==> config.mk <==
export PLATFORM = sky130hd
export DESIGN_NAME = z_result_stage
export DESIGN_NICKNAME = d
export VERILOG_FILES = /design/src/rtl/z_stage_pkg.sv /design/src/rtl/z_result_fifo.sv /design/src/rtl/z_result_stage.sv
export SDC_FILE = /design/constraint.sdc
export NUM_CORES = 1
export LEC_CHECK = 0
export ABC_AREA = 1
export ABC_CLOCK_PERIOD_IN_PS = 7200
export CAP_MARGIN = 20
export CORE_ASPECT_RATIO = 1.4
export CORE_MARGIN = 2
export CORE_UTILIZATION = 50
export CTS_CLUSTER_SIZE = 16
export DETAILED_ROUTE_END_ITERATION = 12
export PLACE_DENSITY_LB_ADDON = 0.2
export RECOVER_POWER = 50
export SLEW_MARGIN = 0
export SYNTH_ARGS = -nofsm -noshare
export SYNTH_HDL_FRONTEND = slang
export SYNTH_HIERARCHICAL = 1
export SYNTH_SLANG_ARGS = --single-unit
export TNS_END_PERCENT = 100
==> constraint.sdc <==
create_clock -name clk -period 7.2 [get_ports clk]
set_input_delay 2.16 -clock clk [delete_from_list [all_inputs] [get_ports clk]]
set_output_delay 2.16 -clock clk [all_outputs]
set_load 0.1 [all_outputs]
==> src/rtl/z_stage_pkg.sv <==
// Shared definitions for the ALU result stage: output FSM encoding and the
// packed layout of one buffered result entry {zhigh, zlow, wide, cout}.
package z_stage_pkg;

  typedef enum logic [1:0] {
    IDLE    = 2'd0,
    SEND_LO = 2'd1,
    SEND_HI = 2'd2
  } state_e;

  // Bit offsets inside a packed entry; zhigh sits directly above zlow.
  localparam int unsigned ENT_COUT = 0;
  localparam int unsigned ENT_WIDE = 1;
  localparam int unsigned ENT_ZLO  = 2;

  localparam int unsigned DATA_W_DEF = 32;

  typedef struct packed {
    logic [DATA_W_DEF-1:0] zhigh;
    logic [DATA_W_DEF-1:0] zlow;
    logic                  wide;
    logic                  cout;
  } z_entry_t;

  function automatic int unsigned entry_width(input int unsigned data_w);
    return 2 * data_w + 2;
  endfunction

endpackage

==> src/rtl/z_result_fifo.sv <==
// DEPTH-entry result buffer with wrapping pointers and an occupancy count.
// Exposes the head entry and the entry behind it so the consumer can preload.
module z_result_fifo #(
  parameter int unsigned WIDTH = 66,
  parameter int unsigned DEPTH = 2
) (
  input  logic                     clk,
  input  logic                     clr,
  input  logic                     flush,
  input  logic                     push,
  input  logic                     pop,
  input  logic [WIDTH-1:0]         wdata,
  output logic [WIDTH-1:0]         head,
  output logic [WIDTH-1:0]         head_next,
  output logic [$clog2(DEPTH):0]   count,
  output logic                     full
);

  localparam int unsigned PW = $clog2(DEPTH);
  localparam int unsigned CW = PW + 1;

  logic [WIDTH-1:0] mem_q [DEPTH];
  logic [PW-1:0]    wr_ptr_q, rd_ptr_q, rd_ptr_nxt;
  logic [CW-1:0]    count_q, count_d;
  logic             do_push, do_pop;

  assign full       = (count_q == CW'(DEPTH));
  assign do_push    = push & !full & !flush;
  assign do_pop     = pop & (count_q != '0) & !flush;
  assign rd_ptr_nxt = rd_ptr_q + PW'(1);

  always_comb begin
    count_d = count_q;
    case ({do_push, do_pop})
      2'b10:   count_d = count_q + CW'(1);
      2'b01:   count_d = count_q - CW'(1);
      default: count_d = count_q;
    endcase
  end

  always_ff @(posedge clk or negedge clr) begin
    if (!clr) begin
      wr_ptr_q <= '0;
      rd_ptr_q <= '0;
      count_q  <= '0;
    end else if (flush) begin
      wr_ptr_q <= '0;
      rd_ptr_q <= '0;
      count_q  <= '0;
    end else begin
      if (do_push) wr_ptr_q <= wr_ptr_q + PW'(1);
      if (do_pop)  rd_ptr_q <= rd_ptr_nxt;
      count_q <= count_d;
    end
  end

  always_ff @(posedge clk) begin
    if (do_push) mem_q[wr_ptr_q] <= wdata;
  end

  assign head      = mem_q[rd_ptr_q];
  assign head_next = mem_q[rd_ptr_nxt];
  assign count     = count_q;

endmodule

==> src/rtl/z_result_stage.sv <==
// Result stage behind the ALU: buffers results, tracks Z/N/C status flags and
// streams each result onto the bus as a low beat plus an optional high beat.
module z_result_stage #(
  parameter int unsigned DATA_W = 32,
  parameter int unsigned DEPTH  = 2
) (
  input  logic                   clk,
  input  logic                   clr,
  input  logic                   flush,
  input  logic                   alu_valid,
  output logic                   alu_ready,
  input  logic [DATA_W-1:0]      alu_zlow,
  input  logic [DATA_W-1:0]      alu_zhigh,
  input  logic                   alu_wide,
  input  logic                   alu_cout,
  output logic                   bus_valid,
  input  logic                   bus_ready,
  output logic [DATA_W-1:0]      bus_data,
  output logic                   bus_is_hi,
  output logic                   flag_z,
  output logic                   flag_n,
  output logic                   flag_c,
  output logic [$clog2(DEPTH):0] count
);
  import z_stage_pkg::*;

  localparam int unsigned EW = entry_width(DATA_W);
  localparam int unsigned CW = $clog2(DEPTH) + 1;

  logic [EW-1:0]     wr_entry, head, head_nxt;
  logic [CW-1:0]     cnt;
  logic              full, push, pop, head_wide, more;
  logic [DATA_W-1:0] head_zlo, head_zhi, nxt_zlo;
  logic              fifo_unused;

  state_e            state_q, adv_state;
  logic              bus_valid_q, bus_is_hi_q, adv_valid;
  logic [DATA_W-1:0] bus_data_q, adv_data;
  logic              flag_z_q, flag_n_q, flag_c_q;

  assign alu_ready = !full;
  assign push      = alu_valid & !full & !flush;
  assign wr_entry  = {alu_zhigh, alu_zlow, alu_wide, alu_cout};

  assign head_zlo  = head[ENT_ZLO +: DATA_W];
  assign head_zhi  = head[ENT_ZLO + DATA_W +: DATA_W];
  assign head_wide = head[ENT_WIDE];
  assign nxt_zlo   = head_nxt[ENT_ZLO +: DATA_W];
  assign fifo_unused = ^{head[ENT_COUT], head_nxt[EW-1:ENT_ZLO + DATA_W], head_nxt[ENT_WIDE:0]};

  assign pop  = bus_ready & (((state_q == SEND_LO) & !head_wide) | (state_q == SEND_HI));
  assign more = (cnt > CW'(1));

  z_result_fifo #(
    .WIDTH (EW),
    .DEPTH (DEPTH)
  ) u_fifo (
    .clk       (clk),
    .clr       (clr),
    .flush     (flush),
    .push      (push),
    .pop       (pop),
    .wdata     (wr_entry),
    .head      (head),
    .head_next (head_nxt),
    .count     (cnt),
    .full      (full)
  );

  // Outputs are registered, so when the head retires the next beat is
  // preloaded from the entry behind it rather than from the current head.
  always_comb begin
    adv_state = IDLE;
    adv_valid = 1'b0;
    adv_data  = '0;
    if (more) begin
      adv_state = SEND_LO;
      adv_valid = 1'b1;
      adv_data  = nxt_zlo;
    end
  end

  always_ff @(posedge clk or negedge clr) begin
    if (!clr) begin
      state_q     <= IDLE;
      bus_valid_q <= 1'b0;
      bus_data_q  <= '0;
      bus_is_hi_q <= 1'b0;
    end else if (flush) begin
      state_q     <= IDLE;
      bus_valid_q <= 1'b0;
      bus_data_q  <= '0;
      bus_is_hi_q <= 1'b0;
    end else begin
      case (state_q)
        IDLE: begin
          if (cnt != '0) begin
            state_q     <= SEND_LO;
            bus_valid_q <= 1'b1;
            bus_data_q  <= head_zlo;
            bus_is_hi_q <= 1'b0;
          end
        end
        SEND_LO: begin
          if (bus_ready) begin
            if (head_wide) begin
              state_q     <= SEND_HI;
              bus_data_q  <= head_zhi;
              bus_is_hi_q <= 1'b1;
            end else begin
              state_q     <= adv_state;
              bus_valid_q <= adv_valid;
              bus_data_q  <= adv_data;
              bus_is_hi_q <= 1'b0;
            end
          end
        end
        SEND_HI: begin
          if (bus_ready) begin
            state_q     <= adv_state;
            bus_valid_q <= adv_valid;
            bus_data_q  <= adv_data;
            bus_is_hi_q <= 1'b0;
          end
        end
        default: begin
          state_q     <= IDLE;
          bus_valid_q <= 1'b0;
          bus_data_q  <= '0;
          bus_is_hi_q <= 1'b0;
        end
      endcase
    end
  end

  always_ff @(posedge clk or negedge clr) begin
    if (!clr) begin
      flag_z_q <= 1'b0;
      flag_n_q <= 1'b0;
      flag_c_q <= 1'b0;
    end else if (push) begin
      flag_z_q <= (alu_zlow == '0) & (!alu_wide | (alu_zhigh == '0));
      flag_n_q <= alu_wide ? alu_zhigh[DATA_W-1] : alu_zlow[DATA_W-1];
      flag_c_q <= alu_cout;
    end
  end

  assign bus_valid = bus_valid_q;
  assign bus_data  = bus_data_q;
  assign bus_is_hi = bus_is_hi_q;
  assign flag_z    = flag_z_q;
  assign flag_n    = flag_n_q;
  assign flag_c    = flag_c_q;
  assign count     = cnt;

endmodule

==> impl_metrics.ini, run 1 <==
[run_status]
status = finished, violations left
violations = capacitance limit, slew limit

[detailed_routing]
drc_errors = 0
drt-pass1-iter-count = 5
routed_wl_um = 17540
vias_per_cell = 5.185
ant_nets = 0
vias = 5937
wl_per_cell_um = 15.31
drtIter0Drc = 357

[clock_network]
cts_tree = built
cts_hold_buf = 0
htree_levels = 4
clk_pin_slew_ps = 60
clock_tree.buffer_depth = 2
cts_setup_buffers = 0
cts-buffers-inserted = 17
cts.repair.resized = 0
clock_sinks = 173
clk_latency_ps = 420
root_buffer = clkbuf_16

[die]
die_y_um = 152.8
initial_core_util_pct = 50.91
die_w_um = 110.3
dieArea_mm2 = 0.01686
pin_count = 111
core_area_mm2 = 0.01554
rows = 54

[synthesis]
syn_avg_cell_area_um2 = 9.363
yosys_warnings = 6
synth_cells = 845
syn_nets = 920
syn_area_mm2 = 0.007911

[critical_path]
reg2reg_slack_ps = 4480
r2r_start = u_fifo/rd_ptr_q
startpoint = flush
critPathArrivalTime_ps = 4880
start_kind = primary input
r2r_end = bus_data[29]
critPathRequiredTime_ps = 7240
rr_worst_depth = 9
critical_path.max_fanout = 65
critPathKind = primary input to register
endpoint_kind = register

[cells_and_area]
fin_nets = 1010
area_growth_pct = 21.65
drive_above_1_share_pct = 5.696
final_cells = 1145

[placed_design]
dp_slack_ps = 1930
dpl.hpwl_um = 11220
placed_cells = 1112
portBuffers = 110
place.gp.congestion = 0.8144

[grt]
grt_use_total_pct = 21.98
grt_pass1_vias = 5590
grt_max_degree = 101
grt_pass1_wl_um = 28050
overflow = 0
antenna_found_initial = 1

[sta]
hold_viol = 0
hold_slack_ps = 489.1
post-route-min-period_ps = 4839
tns_ps = 0
setup-violations-final = 0
tightest_slew_ps = 2328
finClkSkew_ps = 7.839
relSlewSlack_pct = -55.21
rsz0062_at_grt = false
period_share_pct = 67.20
drv_slew = 44
max_freq_ghz = 0.2067
setup_ws_ps = 2362

[worst_hold_path]
min_path_cells = 2
hp-class = register to register
hp-start = flag_c
holdPathEnd = flag_c

[power_and_ir_drop]
p_per_area_mw_per_mm2 = 350.6
cellLeakagePower_nw = 4.022
finalPower_mw = 3.374
peakVddDrop_mv = 0.2492

[flow_run]
drv_cap = 1
registers in the layout, summed over array words and instances, names as in the netlist, 2 cells and up:
signal	cells
bus_data	32
u_fifo/count	2
u_fifo/mem_q	130
state_q	2
stage by stage:
step	cell area [um2]	util (%)
2_1_floorplan	7916	-
3_3_place_gp	9069	58.36
3_5_place_dp	9069	58.36
4_1_cts	9628	61.96
5_1_grt	9622	61.92
6_report	9624	61.93
layer usage:
layer,share of wire (%),GRT usage [%]
met1,40,28.31
met2,51,36.05
met3,6.0,4.947
met4,2.8,8.214
met5,0,0
cell type report:
| cell class | instances | area, um2 |
|---|---|---|
| diodes | 1 | 2.502 |
| clock buffers | 25 | 505.5 |
| clock inverters | 7 | 53.80 |
| fillers | 1334 | 5916 |
| inverters | 86 | 325.3 |
| multi-input cells | 542 | 2381 |
| flip-flops and latches | 173 | 4981 |
| well taps | 196 | 245.2 |
| repair buffers | 115 | 1130 |
placed cells by master, fill, tap and decap left out, drive strengths merged:
| cell | count |
|---|---|
| o22ai | 1 |
| diode | 1 |
| o21ai | 105 |
| clkinvlp | 3 |
| dfrtp | 43 |
| clkdlybuf4s50 | 43 |
| clkinv | 1 |
| dlygate4sd3 | 66 |
| buf | 5 |
| a21oi | 4 |
| o31ai | 2 |
| inv | 89 |
| nand2 | 305 |
| nand3 | 70 |
| nor3 | 1 |
| o211ai | 1 |
| edfxtp | 130 |
| nand3b | 2 |
| nor2 | 47 |
| ha | 4 |
| clkbuf | 26 |
critical path, stage by stage:
cell             delay, ps
clkdlybuf4s50_1        590
inv_2                  580
nand3_1                320
inv_2                  170
nand2_4                 90
nor2_1                  90
nand2_1                 80
inv_2                   50
buf_4                  680
worst max path at each step:
stage	to	slack (ps)	cells after the start
5_1_grt	u_fifo/mem_q[0][18]	2080	9
2_1_floorplan	u_fifo/mem_q[1][10]	1580	5
3_5_place_dp	u_fifo/mem_q[0][54]	1930	9
4_1_cts	u_fifo/mem_q[0][51]	2350	9
3_3_place_gp	u_fifo/mem_q[0][50]	1950	9
6_report	u_fifo/mem_q[0][18]	2360	9
where the power goes:
part	internal [mW]	switching (mW)
logic	0.284	0.974
clock network	0.491	0.362
registers	1.19	0.0723
Power figures use the tool's default switching activity.
==> run 2: changes to the inputs <==
--- a/config.mk
+++ b/config.mk
@@ -6,7 +6,7 @@
 export NUM_CORES = 1
 export LEC_CHECK = 0
 export ABC_AREA = 1
-export ABC_CLOCK_PERIOD_IN_PS = 7200
+export ABC_CLOCK_PERIOD_IN_PS = 4800
 export CAP_MARGIN = 20
 export CORE_ASPECT_RATIO = 1.4
 export CORE_MARGIN = 2
==> constraint.sdc (replaced) <==
create_clock -name clk -period 4.8 [get_ports clk]
set_input_delay 1.44 -clock clk [delete_from_list [all_inputs] [get_ports clk]]
set_output_delay 1.44 -clock clk [all_outputs]
set_load 0.1 [all_outputs]
==> run 2 against run 1 <==
  * The run still ends with capacitance limit, slew limit left
  * Critical path depth shrank 4
  * Routed wire length is 1.4% higher
  * Flip-flop and latch count stayed put
  * Count of clock-buffer cells in the layout fell by 7
  * Design area is 0.57% higher
  * Power increased by 53%
  * Sequential power increased by 49%
  * Clock power grew 61%
  * First-iteration DRC count grew 24%
  * Cell count stayed put
  * Utilization grew 0.35 points
  * Highest routed layer unchanged
==> impl_metrics.ini, run 2 (synthesis gave the netlist of run 1 again) <==
[critical_path]
crit_chain = inv_2, nand2_2, inv_1, inv_1, clkdlybuf4s50_1
startpoint = u_fifo/count[0]
max_stage_delay_ps = 1120
critical_path.max_fanout = 6
cp_common_cell = inv_1
rr_worst_depth = 6
r2r_start = state_q[0]
start_kind = register
cp_top_family = buffers and inverters
critPathSlowestCell = clkdlybuf4s50_1
critPathArrivalTime_ps = 2240
r2r_end = state_q[0]
critPathKind = register to primary output
path_buf_inv = 4
endpoint_kind = primary output
critPathRequiredTime_ps = 3360
reg2reg_slack_ps = 1920

[cells_and_area]
fillers = 1323
utilization_pct = 62.29
final-seq-area_mm2 = 0.004981
area_growth_pct = 22.35
drive_above_1_share_pct = 5.585
top_register = u_fifo/mem_q
diodes = 0
layout_common_cells = nand2_1, edfxtp_1, o21ai_0
largest_reg_flops = 130
final_area_mm2 = 0.009679
multi_input_area_mm2 = 0.002367
layout_commonest_cell = nand2_1
fin_nets = 1011
final_cells = 1145

[detailed_routing]
drc_errors = 0
routed_wl_um = 17790
drtIter0Drc = 444
ant_nets = 0
vias = 5972
wl_per_cell_um = 15.53
drt-pass1-iter-count = 6
vias_per_cell = 5.216

[sta]
tightest_slew_ps = 1677
post-route-min-period_ps = 3678
hold_viol = 0
hold_slack_ps = 484.2
setup_ws_ps = 1122
rsz0062_at_grt = false
tns_ps = 0
drv_slew = 32
finClkSkew_ps = 11.13
period_share_pct = 76.63
setup-violations-final = 0
max_freq_ghz = 0.2719
relSlewSlack_pct = -11.80

[placed_design]
placed_cells = 1113
placed_area_mm2 = 0.009116
dpl.hpwl_um = 11360
portBuffers = 110
dp_slack_ps = 996.6
place.gp.congestion = 0.7808

[grt]
grt_max_degree = 101
grt_use_total_pct = 22.08
grt_pass1_vias = 5627
overflow = 0
antenna_found_initial = 0
grt_pass1_wl_um = 28150

[flow_run]
drv_cap = 1

[worst_hold_path]
min_path_cells = 2
hp-class = register to register
hp-start = flag_c
holdPathEnd = flag_c

[die]
die_y_um = 152.8
die_w_um = 110.3
rows = 54
pin_count = 111
core_area_mm2 = 0.01554
initial_core_util_pct = 50.91
dieArea_mm2 = 0.01686

[clock_network]
root_buffer = clkbuf_16
cts.repair.resized = 0
cts-buffers-inserted = 17
cts_tree = built
clock_tree.buffer_depth = 2
clk_latency_ps = 430
cts_hold_buf = 0
clk_pin_slew_ps = 60
htree_levels = 4
cts_setup_buffers = 0
clock_sinks = 173

[run_status]
violations = capacitance limit, slew limit
status = finished, violations left

[power_and_ir_drop]
peakVddDrop_mv = 0.3775
cellLeakagePower_nw = 4.055
p_per_area_mw_per_mm2 = 531.9
finalPower_mw = 5.149
## run 2: changes by cell type in the layout (fill, tap and decap cells not counted), sizes merged
cell,delta
clkinv,+6
dlygate4sd3,+1
inv,+2
bufinv,+2
clkinvlp,-3
clkdlybuf4s50,-1
diode,-1
clkbuf,-6
## run 2: area by class of cell
cell class	instances	area share, %
Clock inverter	14	1.629
Clock buffer	18	4.434
Inverter	86	3.361
Sequential cell	173	51.46
Timing Repair Buffer	116	12.13
Tap cell	196	2.534
Multi-Input combinational cell	542	24.46
## run 2: power breakdown
| group | total (mW) | switching, mW | internal [mW] |
|---|---|---|---|
| clock | 1.37 | 0.589 | 0.779 |
| combinational | 1.90 | 1.47 | 0.429 |
| sequential | 1.88 | 0.0991 | 1.79 |
## run 2: how the worst max path moves through the flow
stage / endpoint / cells past startpoint
global route: alu_ready / 5
global placement: u_fifo/mem_q[1][36] / 7
finish: alu_ready / 5
floorplan: u_fifo/mem_q[1][10] / 8
detailed placement: u_fifo/mem_q[1][57] / 7
CTS: alu_ready / 4
## run 2: metal layers
metal / track usage [%] / routed length [um] / up-vias
met3: 3.966 / 1210 / 22
met4: 8.571 / 342 / 0
met2: 34.74 / 8578 / 231
li1: - / - / 2940
met5: 0 / 0 / -
met1: 30.41 / 7655 / 2779
## run 2: worst reg2reg max path: stages, from the launching register on
cell and delay [ps]:
dfrtp_1 400, inv_1 120, ha_2 740, nand3b_2 160, nand2_1 1000, nand2_1 160
o21ai_0 220
==> run 3: changes to the inputs <==
--- a/config.mk
+++ b/config.mk
@@ -6,7 +6,7 @@
 export NUM_CORES = 1
 export LEC_CHECK = 0
 export ABC_AREA = 1
-export ABC_CLOCK_PERIOD_IN_PS = 4800
+export ABC_CLOCK_PERIOD_IN_PS = 3500
 export CAP_MARGIN = 20
 export CORE_ASPECT_RATIO = 1.4
 export CORE_MARGIN = 2
==> constraint.sdc (replaced) <==
create_clock -name clk -period 3.5 [get_ports clk]
set_input_delay 1.05 -clock clk [delete_from_list [all_inputs] [get_ports clk]]
set_output_delay 1.05 -clock clk [all_outputs]
set_load 0.1 [all_outputs]
==> run 3 against run 2 <==
  * The run now ends clean
  * Routed wire length increased by 0.92%
  * Utilization decreased by 0.38 points
  * Cell count increased by 0.52%
  * Largest cell class unchanged
  * Largest power group is now sequential cells
==> impl_metrics.ini, run 3 (synthesis gave the netlist of run 1 again) <==
[run_status]
status = finished clean

[clock_network]
cts_hold_buf = 0
root_buffer = clkbuf_16
htree_levels = 4
cts_setup_buffers = 0
cts_tree = built
clk_pin_slew_ps = 70
clk_latency_ps = 430
cts-buffers-inserted = 17
cts.repair.resized = 0
clock_sinks = 173
clock_tree.buffer_depth = 2

[worst_hold_path]
min_path_cells = 2
hp-start = flag_c
holdPathEnd = flag_c
hp-class = register to register

[grt]
use_met3_pct = 3.582
antenna_found_initial = 1
grt_util_met1_pct = 29.32
grt_pass1_wl_um = 28170
overflow = 0
grt_max_degree = 101
busiest_layer = met2
grt_use_total_pct = 22.25
gr-usage-met2_pct = 36.40
grt_pass1_vias = 5475

[placed_design]
place.gp.congestion = 0.8027
portBuffers = 110
placed_cells = 1118
dp_slack_ps = 519.6
dpl.hpwl_um = 12040

[detailed_routing]
vias = 5892
drt-pass1-iter-count = 5
ant_nets = 0
vias_per_cell = 5.119
wl_per_cell_um = 15.60
routed_wl_um = 17950
drc_errors = 0
drtIter0Drc = 396

[cells_and_area]
area_growth_pct = 21.60
drive_above_1_share_pct = 9.539
final_cells = 1151
fillers = 1353
multi_input_area_mm2 = 0.002397
largest_reg_flops = 130
layout_commonest_cell = nand2_1
utilization_pct = 61.91
top_register = u_fifo/mem_q
layout_common_cells = nand2_1, edfxtp_1, o21ai_0
fin_nets = 1016
final-seq-area_mm2 = 0.004989

[die]
rows = 54
die_w_um = 110.3
core_area_mm2 = 0.01554
initial_core_util_pct = 50.91
die_y_um = 152.8
pin_count = 111
dieArea_mm2 = 0.01686

[critical_path]
r2r_end = state_q[0]
reg2reg_slack_ps = 1320
path_buf_inv = 1
startpoint = bus_data[5]
critPathSlowestCell = clkbuf_1
endpoint_kind = primary output
critPathArrivalTime_ps = 1690
start_kind = register
critPathRequiredTime_ps = 2450
crit_chain = clkbuf_1
cp_top_family = buffers and inverters
cp.depth = 1
critPathKind = register to primary output
rr_worst_depth = 7
r2r_start = state_q[1]
max_stage_delay_ps = 930
critical_path.max_fanout = 2

[sta]
relSlewSlack_pct = 13.77
finClkSkew_ps = 13.19
period_share_pct = 78.39
post-route-min-period_ps = 2744
max_freq_ghz = 0.3645
hold_viol = 0
drv_slew = 0
setup_ws_ps = 756.5
rsz0062_at_grt = false
setup-violations-final = 0
tightest_slew_ps = 1294

[power_and_ir_drop]
peakVddDrop_mv = 0.5031
p_per_area_mw_per_mm2 = 729.0
cellLeakagePower_nw = 4.090

[flow_run]
drv_cap = 0
## run 3: changes by cell type in the layout (fill, tap and decap cells not counted), moves of 3 or more
| cell | change |
|---|---|
| clkdlybuf4s50_1 | -40 |
| buf_4 | +30 |
| clkbuf_1 | +14 |
| inv_6 | +4 |
| clkinv_2 | -3 |
| clkinvlp_4 | +3 |
## run 3: through the flow
step / setup TNS [ps] / hold WS, ps / total power [mW] / area (um2)
after detailed placement: 0 / 471.1 / 5.223 / 9085
after global routing: 0 / 541.4 / 7.301 / 9620
after CTS: 0 / 501.3 / 7.124 / 9683
after floorplan: -1021 / 546.5 / 4.589 / 7956
after global placement: 0 / 479.1 / 5.203 / 9085
final: 0 / 495.2 / 7.013 / 9620
## run 3: cell type report
| class | count | share of cell area (%) |
|---|---|---|
| Clock buffer | 17 | 4.422 |
| Multi-Input combinational cell | 542 | 24.92 |
| Antenna cell | 1 | 0.02601 |
| Tap cell | 196 | 2.549 |
| Sequential cell | 173 | 51.85 |
| Timing Repair Buffer | 121 | 10.96 |
| Clock inverter | 15 | 1.795 |
| Inverter | 86 | 3.472 |
## run 3: worst max-delay path by stage
stage,endpoint,slack (ps)
final,bus_data[5],760
after global routing,bus_data[18],540
after CTS,alu_ready,940
after detailed placement,u_fifo/mem_q[0][21],520
after global placement,u_fifo/mem_q[0][21],550
after floorplan,u_fifo/mem_q[1][10],-20
## run 3: worst min-delay path: stages (launching register included)
cell     delay [ps]
dfrtp_1         360
nand2_1          50
nand2_1          50
## run 3: power breakdown
group          internal [mW]  switching [mW]  total [mW]  leakage [nW]
clock network           1.08           0.841        1.92         0.290
registers               2.45           0.147        2.60          1.75
logic                  0.482            2.01        2.50          2.05
## run 3: per-layer routing
metal / vias up / share of wire (%)
li1: 2953 / -
met1: 2749 / 41
met2: 169 / 51
met3: 21 / 5.6
met4: 0 / 2.3
met5: - / 0
